File: src/rtl/processorc_boot_pkg.sv
// Shared widths and state encoding for the flash-ROM boot copier.
package processorc_boot_pkg;

    localparam int unsigned ROM_ADDR_W = 10;
    localparam int unsigned ROM_DATA_W = 16;
    // One extra bit so a full 1024-word copy terminates without wrapping.
    localparam int unsigned WORD_CNT_W = ROM_ADDR_W + 1;

    typedef enum logic [1:0] {
        LOAD = 2'd0,
        SEND = 2'd1,
        DONE = 2'd2
    } boot_state_t;

endpackage

File: src/rtl/flashrom_bootloader.sv
// Copies COPY_LENGTH words from a combinational ROM into instruction RAM after
// reset (or on StartBoot), holding the CPU core stalled until the copy ends.
module flashrom_bootloader
    import processorc_boot_pkg::*;
#(
    parameter int unsigned COPY_LENGTH = 24
) (
    input  logic                  clk,
    input  logic                  sync_rst,
    input  logic                  StartBoot,
    output logic [ROM_ADDR_W-1:0] RomAddress,
    input  logic [ROM_DATA_W-1:0] RomValue,
    output logic                  WriteValid,
    input  logic                  WriteReady,
    output logic [ROM_ADDR_W-1:0] WriteAddress,
    output logic [ROM_DATA_W-1:0] WriteData,
    output logic                  CoreHold,
    output logic                  BootDone
);

    localparam logic [WORD_CNT_W-1:0] LAST_COUNT = WORD_CNT_W'(COPY_LENGTH);

    boot_state_t           state_q, state_d;
    logic [WORD_CNT_W-1:0] word_count_q, word_count_d;
    logic [ROM_ADDR_W-1:0] write_addr_q, write_addr_d;
    logic [ROM_DATA_W-1:0] write_data_q, write_data_d;

    always_ff @(posedge clk) begin
        if (sync_rst) begin
            state_q      <= LOAD;
            word_count_q <= '0;
            write_addr_q <= '0;
            write_data_q <= '0;
        end else begin
            state_q      <= state_d;
            word_count_q <= word_count_d;
            write_addr_q <= write_addr_d;
            write_data_q <= write_data_d;
        end
    end

    always_comb begin
        state_d      = state_q;
        word_count_d = word_count_q;
        write_addr_d = write_addr_q;
        write_data_d = write_data_q;
        case (state_q)
            LOAD: begin
                write_data_d = RomValue;
                write_addr_d = word_count_q[ROM_ADDR_W-1:0];
                state_d      = SEND;
            end
            SEND: begin
                if (WriteReady) begin
                    word_count_d = word_count_q + WORD_CNT_W'(1);
                    state_d      = (word_count_d == LAST_COUNT) ? DONE : LOAD;
                end
            end
            DONE: begin
                if (StartBoot) begin
                    word_count_d = '0;
                    state_d      = LOAD;
                end
            end
            default: state_d = LOAD;
        endcase
    end

    // Control outputs decode straight from the state register.
    assign RomAddress   = word_count_q[ROM_ADDR_W-1:0];
    assign WriteValid   = (state_q == SEND);
    assign CoreHold     = (state_q != DONE);
    assign BootDone     = (state_q == DONE);
    assign WriteAddress = write_addr_q;
    assign WriteData    = write_data_q;

endmodule

File: config.mk
export PLATFORM = sky130hd
export DESIGN_NAME = flashrom_bootloader
export DESIGN_NICKNAME = d
export VERILOG_FILES = /design/src/rtl/processorc_boot_pkg.sv /design/src/rtl/flashrom_bootloader.sv
export SDC_FILE = /design/constraint.sdc
export NUM_CORES = 1
export LEC_CHECK = 0
export ABC_CLOCK_PERIOD_IN_PS = 2200
export CAP_MARGIN = 0
export CELL_PAD_IN_SITES_DETAIL_PLACEMENT = 0
export CELL_PAD_IN_SITES_GLOBAL_PLACEMENT = 2
export CORE_AREA = 3 3 89 91
export CTS_CLUSTER_DIAMETER = 30
export CTS_CLUSTER_SIZE = 8
export DETAILED_ROUTE_END_ITERATION = 12
export DIE_AREA = 0 0 92 94
export PLACE_DENSITY_LB_ADDON = 0.1
export SKIP_LAST_GASP = 1
export SLEW_MARGIN = 20
export SYNTH_ARGS = -nofsm -noshare
export SYNTH_HDL_FRONTEND = slang
export SYNTH_SLANG_ARGS = --single-unit
File: constraint.sdc
create_clock -name clk -period 2.2 [get_ports clk]
set_input_delay 0.33 -clock clk [delete_from_list [all_inputs] [get_ports clk]]
set_output_delay 0.33 -clock clk [all_outputs]
set_load 0.02 [all_outputs]
==> results of run 1 <==
==> logic make-up after synthesis <==
group	Yosys count	share of synthesized area [%]
xor gates and xnor gates	1	0.495
and+or+nand+nor	94	24.9
buffers and inverters	28	10.1
AOI/OAI and AO/OA	59	19.6
adders and majority gates	1	0.708
DFF	39	44.2
==> cell usage after synthesis, drive strengths merged, types with 2 or more instances <==
| library cell | n | area [um^2] |
|---|---|---|
| nand2 | 64 | 240 |
| a31oi | 8 | 50.1 |
| clkbuf | 14 | 73.8 |
| nand4 | 2 | 12.5 |
| or4 | 2 | 15.0 |
| o21ai | 6 | 30.0 |
| or3 | 2 | 12.5 |
| nand3b | 2 | 18.8 |
| o211ai | 2 | 15.0 |
| a21oi | 34 | 174 |
| buf | 13 | 101 |
| a311oi | 4 | 35.0 |
| and3 | 3 | 20.0 |
| nand3 | 2 | 22.5 |
| nor2 | 7 | 26.3 |
| dfxtp | 39 | 781 |
| nor3b | 2 | 15.0 |
==> how the worst max path moves through the flow <==
stage / from / to / slack [ns] / depth (start not counted)
after global routing: state_q[1] / BootDone / 0.08 / 3
after detailed placement: WriteReady / word_count_q[8] / 0.31 / 5
after global placement: WriteReady / word_count_q[8] / 0.32 / 5
after CTS: state_q[1] / BootDone / 0.17 / 3
final: state_q[1] / BootDone / 0.19 / 3
after floorplan: word_count_q[0] / word_count_q[10] / 0.53 / 6
==> layer usage <==
metal | routed length (um) | GRT usage (%) | share of wire (%)
met5 | 0 | 0 | 0
met4 | 57 | 4.08 | 1.1
met3 | 273 | 3.61 | 5.4
met2 | 2370 | 19.5 | 47
met1 | 2390 | 16.4 | 47
==> stage by stage <==
step | setup WS, ns | cells | area [um^2] | utilization [%] | hold WS [ns]
2_1_floorplan | 0.534 | 222 | 1770 | - | 0.429
3_3_place_gp | 0.323 | 359 | 2350 | 32.6 | 0.443
3_5_place_dp | 0.308 | 359 | 2350 | 32.6 | 0.446
4_1_cts | 0.166 | 367 | 2440 | 33.8 | 0.458
5_1_grt | 0.0751 | 367 | 2440 | 33.8 | 0.472
6_report | 0.192 | 367 | 2440 | 33.8 | 0.455
==> where the power goes <==
group	internal, mW	switching, mW	total, mW	leakage [nW]
combinational	0.0893	0.103	0.192	0.489
clock	0.222	0.268	0.490	0.0412
sequential	0.728	0.0152	0.743	0.318
total	1.04	0.386	1.43	0.848
==> area by class of cell <==
class	instances	area, um^2	share of cell area (%)
well taps	99	124	5.08
flip-flops and latches	39	781	32.0
multi-input cells	155	811	33.3
repair buffers	65	633	26.0
clock inverters	2	12.5	0.513
inverters	1	3.75	0.154
clock buffers	6	72.6	2.98
==> sequential cells by signal (all words and copies together), names as in the netlist <==
| signal | count |
|---|---|
| word_count_q | 11 |
| WriteData | 16 |
| state_q | 2 |
| WriteAddress | 10 |
==> worst reg2reg max path, stage by stage (launching register included) <==
cell and delay (ns):
dfxtp_1 0.47, ha_1 0.26, and2_1 0.36, nand2_1 0.11, or4_1 0.40, a31oi_1 0.18
==> summary.md, run 1 <==
* complete, no violations — status
* 0 — DRC violations left
* register — startpoint type of the worst setup path
* 498 MHz — maximum clock frequency
* 39 — Num Clock Sinks
* 0.29 ns — latest clock arrival within the worst-skew pair
* 0 — max-slew violations
* 92 um — Die X-Extent
* 0.587 ns — Slew @ Worst Pin
* 803 — number of fillers in the final layout
* word_count_q[10] — Critical R2R Capture
* 2 — maximum count of clock buffers along a single path
* 5 — Num CTS Buffers
* dfxtp_1 — Primary FF master, synth
* 0 — count of warnings emitted by yosys
* 243 — net count after synthesis
* 1.43 mW — Overall Power
* 4.47 — DR vias/cell
* clkbuf_8 — buffer type at the clock tree root
* 8 — crit-path max FO
* 13.9 um — Avg WL per Cell
* 0.848 nW — static leakage
* 0.36 ns — setup slack of the most critical reg-to-reg path
* 94 um — die outline height
* 0 — number of endpoints failing setup at the final stage
* no — unrepaired setup endpoints after global routing
* 2 — Worst Path Buf+Inv
* 1640 — via count
* 37.9% — area growth from synthesis to final layout
* 585 nW/um^2 — total power density per cell area
* 59 — total I/O pin count
* 87 — iteration-0 DRC count of the detailed router
* 27 — largest net degree at the start of global routing
* word_count_q[0] — reg-to-reg startpoint
* 0.63 ns — Max stage delay on crit path
* 91.3% — final clock period utilization by the worst path
* 24.5% — initial cell density of the core
* 1.68 ns — Worst Path Arrival
* 60.9% — max_slew headroom
* 0 — cells resized by post-CTS repair
* 7210 um^2 — core region area
* 0 — count of buffers added by post-CTS timing repair for setup
* 3320 um — HPWL Detailed
* 0% — FFs w/ async S/R, synth
* 288 — nets@finish
* 1592 — vias in the first global route
* 1.87 ns — Crit path required time
* 44.2% — Seq/Total Area, Yosys
* 0 ns — Setup TNS Final
* 0 — number of flops mapped to enable cells by yosys
* 0.716 — final RePlAce weighted congestion
* 8430 um — wire length of the first global-routing pass
* 0 — initial antenna violation count
* 40 — count of distinct cell types in the synthesized netlist
* 5 — cell count of the worst reg-to-reg path
* 0 — cts hold-fix bufs
* yes — CTS tree
* 1770 um^2 — cell area after synthesis
* nand2_1 — most frequent standard cell in the layout excluding fill and tap cells
* 2.01 ns — final critical delay including setup and external delays
* nand2b_1, inv_1, clkdlybuf4s50_1 — critical path, cell by cell
* 58 — Port-buffer cells
* 0.00530 ns — final setup skew
* 31 — floorplan row count
* 0 — Hold Violations, Final
* 4 — Initial DRT Pass Iterations
* 64 x nand2_1, 58 x clkdlybuf4s50_1, 39 x dfxtp_1 — commonest cells after routing, fill and taps aside
* 0.000201 V — maximum resistive drop on vdd
* 222 — cell count after synthesis
* WriteData[15] — worst hold endpoint
* WriteData[15] — hold path start
* 0 — max-capacitance violation count
* 5100 um — total length of routed wires
* 0 — n_diodes
* 39 — #FFs+latches synth
* 12.5% — overall global routing resource usage
* 8650 um^2 — area of the die
* 7.96 um^2 — Post-Syn Area per Cell
* 7.46% — layout cells sized above 1
* clkdlybuf4s50_1 — Critical-path top delay cell
* 0 — Congestion Overflow GR
* register to output pin — critical path class
* 2 — number of cells on the worst hold path
* output pin — category of the worst setup path capture point
* register to register — classification of the worst-slack hold path
* buffers and inverters — largest delay contributor family on the critical path
* 0.08 ns — clk slew on worst S/H paths
* 2 — number of levels in the clock H-tree
* 0 — number of routed nets with antenna violations
Note: power is estimated with default switching activity, not from simulation.
==> inputs of run 2 (changes only) <==
--- a/config.mk
+++ b/config.mk
@@ -5,6 +5,7 @@
 export SDC_FILE = /design/constraint.sdc
 export NUM_CORES = 1
 export LEC_CHECK = 0
+export ABC_AREA = 1
 export ABC_CLOCK_PERIOD_IN_PS = 2200
 export CAP_MARGIN = 0
 export CELL_PAD_IN_SITES_DETAIL_PLACEMENT = 0
==> summary.md, run 2 <==
* 58 — Port-buffer cells, unchanged
* 3 — crit-path max FO, was 8
* register to register — classification of the worst-slack hold path, unchanged
* 1.88 ns — final critical delay including setup and external delays, was 2.01 ns
* 4980 um — total length of routed wires, was 5100 um
* 4 — Initial DRT Pass Iterations, unchanged
* 92 um — Die X-Extent, unchanged
* register to output pin — critical path class, unchanged
* 309 — nets@finish, was 288
* clkbuf_8 — buffer type at the clock tree root, unchanged
* 0 — max-capacitance violation count, unchanged
* nor2_1 — dominant cell by count in the synthesized netlist, was nand2_1
* 23.7% — initial cell density of the core, was 24.5%
* 0 — number of flops mapped to enable cells by yosys, unchanged
* 1.87 ns — Crit path required time, about the same
* dfxtp_1 46%, nor2_1 11%, nand2_1 9.0% — dominant cells by area after synthesis, was dfxtp_1 44%, nand2_1 14%, a21oi_1 9.3%
* 532 MHz — maximum clock frequency, was 498 MHz
* 27.9% — area share of and/or/nand/nor cells after synthesis, was 24.9%
* 12.8 um — Avg WL per Cell, was 13.9 um
* 260 — net count after synthesis, was 243
* 1710 um^2 — cell area after synthesis, was 1770 um^2
* 0 — cts hold-fix bufs, unchanged
* 42.9% — area growth from synthesis to final layout, was 37.9%
* 0.0103 ns — final setup skew, was 0.00530 ns
* 0.29 ns — latest clock arrival within the worst-skew pair, about the same
* register — startpoint type of the worst setup path, unchanged
* 3420 um — HPWL Detailed, was 3320 um
* 94 um — die outline height, unchanged
* clkdlybuf4s50_1 — most frequent standard cell in the layout excluding fill and tap cells, was nand2_1
* 0.511% — xor-xnor portion of the synthesized cell area, was 0.495%
* 31 — floorplan row count, unchanged
* 8650 um^2 — area of the die, unchanged
* 0 — Hold Violations, Final, unchanged
* 0 — number of routed nets with antenna violations, unchanged
* 33 — largest net degree at the start of global routing, was 27
* yes — CTS tree, unchanged
* 0 — n_diodes, unchanged
* 0 — Congestion Overflow GR, unchanged
* 85.5% — final clock period utilization by the worst path, was 91.3%
* 59 — total I/O pin count, unchanged
* 14.5% — Compound-Gate Fraction of Synth Area, was 19.6%
* 5 — Num CTS Buffers, unchanged
* 0.647 ns — Slew @ Worst Pin, was 0.587 ns
* 90 — iteration-0 DRC count of the detailed router, was 87
* 1646 — via count, was 1640
* 22 — count of distinct cell types in the synthesized netlist, was 40
* 0 — number of endpoints failing setup at the final stage, unchanged
* 1634 — vias in the first global route, was 1592
* 673 nW/um^2 — total power density per cell area, was 585 nW/um^2
* 0 — DRC violations left, unchanged
* 0.926 nW — static leakage, was 0.848 nW
* 0 — max-slew violations, unchanged
* no — unrepaired setup endpoints after global routing, unchanged
* 0 — count of warnings emitted by yosys, unchanged
* dfxtp_1 — Synth area leader, unchanged
* 56.8% — max_slew headroom, was 60.9%
* 0% — FFs w/ async S/R, synth, unchanged
* 48 x nor2_1, 41 x nand2_1, 39 x dfxtp_1 — cell types with the highest counts after synthesis, was 64 x nand2_1, 39 x dfxtp_1, 33 x a21oi_1
* 45.6% — Seq/Total Area, Yosys, was 44.2%
* 4.24 — DR vias/cell, was 4.47
* 16 — max reg flops, unchanged
* 0.09 ns — clk slew on worst S/H paths, was 0.08 ns
* 7210 um^2 — core region area, unchanged
* 0.730% — adder and majority cell fraction of the synthesized area, was 0.708%
* 0.703 — final RePlAce weighted congestion, was 0.716
* 12.0% — overall global routing resource usage, was 12.5%
* 2 — maximum count of clock buffers along a single path, unchanged
* 0 — cells resized by post-CTS repair, unchanged
* complete, no violations — status, unchanged
* 1.55 ns — Worst Path Arrival, was 1.68 ns
* output pin — category of the worst setup path capture point, unchanged
* 0 ns — Setup TNS Final, unchanged
* 0.498 ns — WHS, was 0.455 ns
* 0 — count of buffers added by post-CTS timing repair for setup, unchanged
* 39 — #FFs+latches synth, unchanged
* 0 — initial antenna violation count, unchanged
* 8.30% — layout cells sized above 1, was 7.46%
* dfxtp_1 — Primary FF master, synth, unchanged
* 8150 um — wire length of the first global-routing pass, was 8430 um
* 58 x clkdlybuf4s50_1, 47 x nor2_1, 41 x nand2_1 — commonest cells after routing, fill and taps aside, was 64 x nand2_1, 58 x clkdlybuf4s50_1, 39 x dfxtp_1
* 239 — cell count after synthesis, was 222
* 0% — multiplexer area fraction after synthesis, unchanged
* simple AND/OR/NAND/NOR gates — combinational family with the most area after synthesis, unchanged
* 2 — number of levels in the clock H-tree, unchanged
* 0.000283 V — maximum resistive drop on vdd, was 0.000201 V
* 39 — Num Clock Sinks, unchanged
* 7.17 um^2 — Post-Syn Area per Cell, was 7.96 um^2
* 45.6% — area share of the leading cell type in the synthesized netlist, was 44.2%
==> run 2: changes by cell type in the layout (fill, tap and decap cells not counted), moves of 3 or more <==
cell / delta
a21oi_1: -16
a311oi_1: -4
a31oi_1: -8
buf_4: -4
inv_1: +14
nand2_1: -23
nand3_1: +12
nand3_2: +3
nor2_1: +41
o21ai_0: +22
==> run 2: critical path: stages, from the launching register on <==
cell	delay, ns
dfxtp_1	0.39
inv_1	0.07
nor2_1	0.16
clkdlybuf4s50_1	0.63
==> run 2: final cells by class <==
type                       instances  area [um^2]
fill                             785         4770
clock buffer                       6         82.6
inverter                          19         71.3
multi-input combinational        162          751
tap                               99          124
clock inverter                     2         35.0
sequential                        39          781
timing repair buffer              61          603
==> run 2: final timing paths <==
| check | from | to | slack, ns | depth (start not counted) |
|---|---|---|---|---|
| max | state_q[1] | BootDone | 0.32 | 3 |
| min | word_count_q[10] | word_count_q[10] | 0.50 | 2 |
| max reg2reg | word_count_q[0] | state_q[1] | 0.71 | 9 |
| min reg2reg | word_count_q[10] | word_count_q[10] | 0.50 | 2 |
==> run 2: metal layers <==
metal / vias up / GRT usage [%] / wire (um)
li1: 851 / - / -
met5: - / 0 / 0
met2: 52 / 18.1 / 2120
met3: 8 / 4.57 / 383
met4: 0 / 4.33 / 68
met1: 735 / 15.7 / 2410
==> run 2: where the power goes <==
part	internal, mW	switching [mW]
registers	0.743	0.0202
clock network	0.368	0.271
logic	0.116	0.130
total	1.23	0.421
==> run 2: kinds of logic (layout without fill, tap and decap cells) <==
logic type / count (synthesis) / after routing
compound gates: 48 / 48
flops: 39 / 39
xor+xnor: 1 / 1
fa+ha+maj: 1 / 1
simple gates: 112 / 112
buf+inv: 38 / 88
==> run 2: stage by stage <==
step	utilization [%]	std cells	power (mW)	area, um^2	worst slack (ns)
after global placement	32.3	380	1.03	2330	0.576
final	33.9	388	1.65	2450	0.319
after global routing	33.9	388	1.72	2450	0.211
after floorplan	-	239	0.895	1710	0.741
after detailed placement	32.3	380	1.03	2330	0.565
after CTS	33.9	388	1.67	2450	0.279
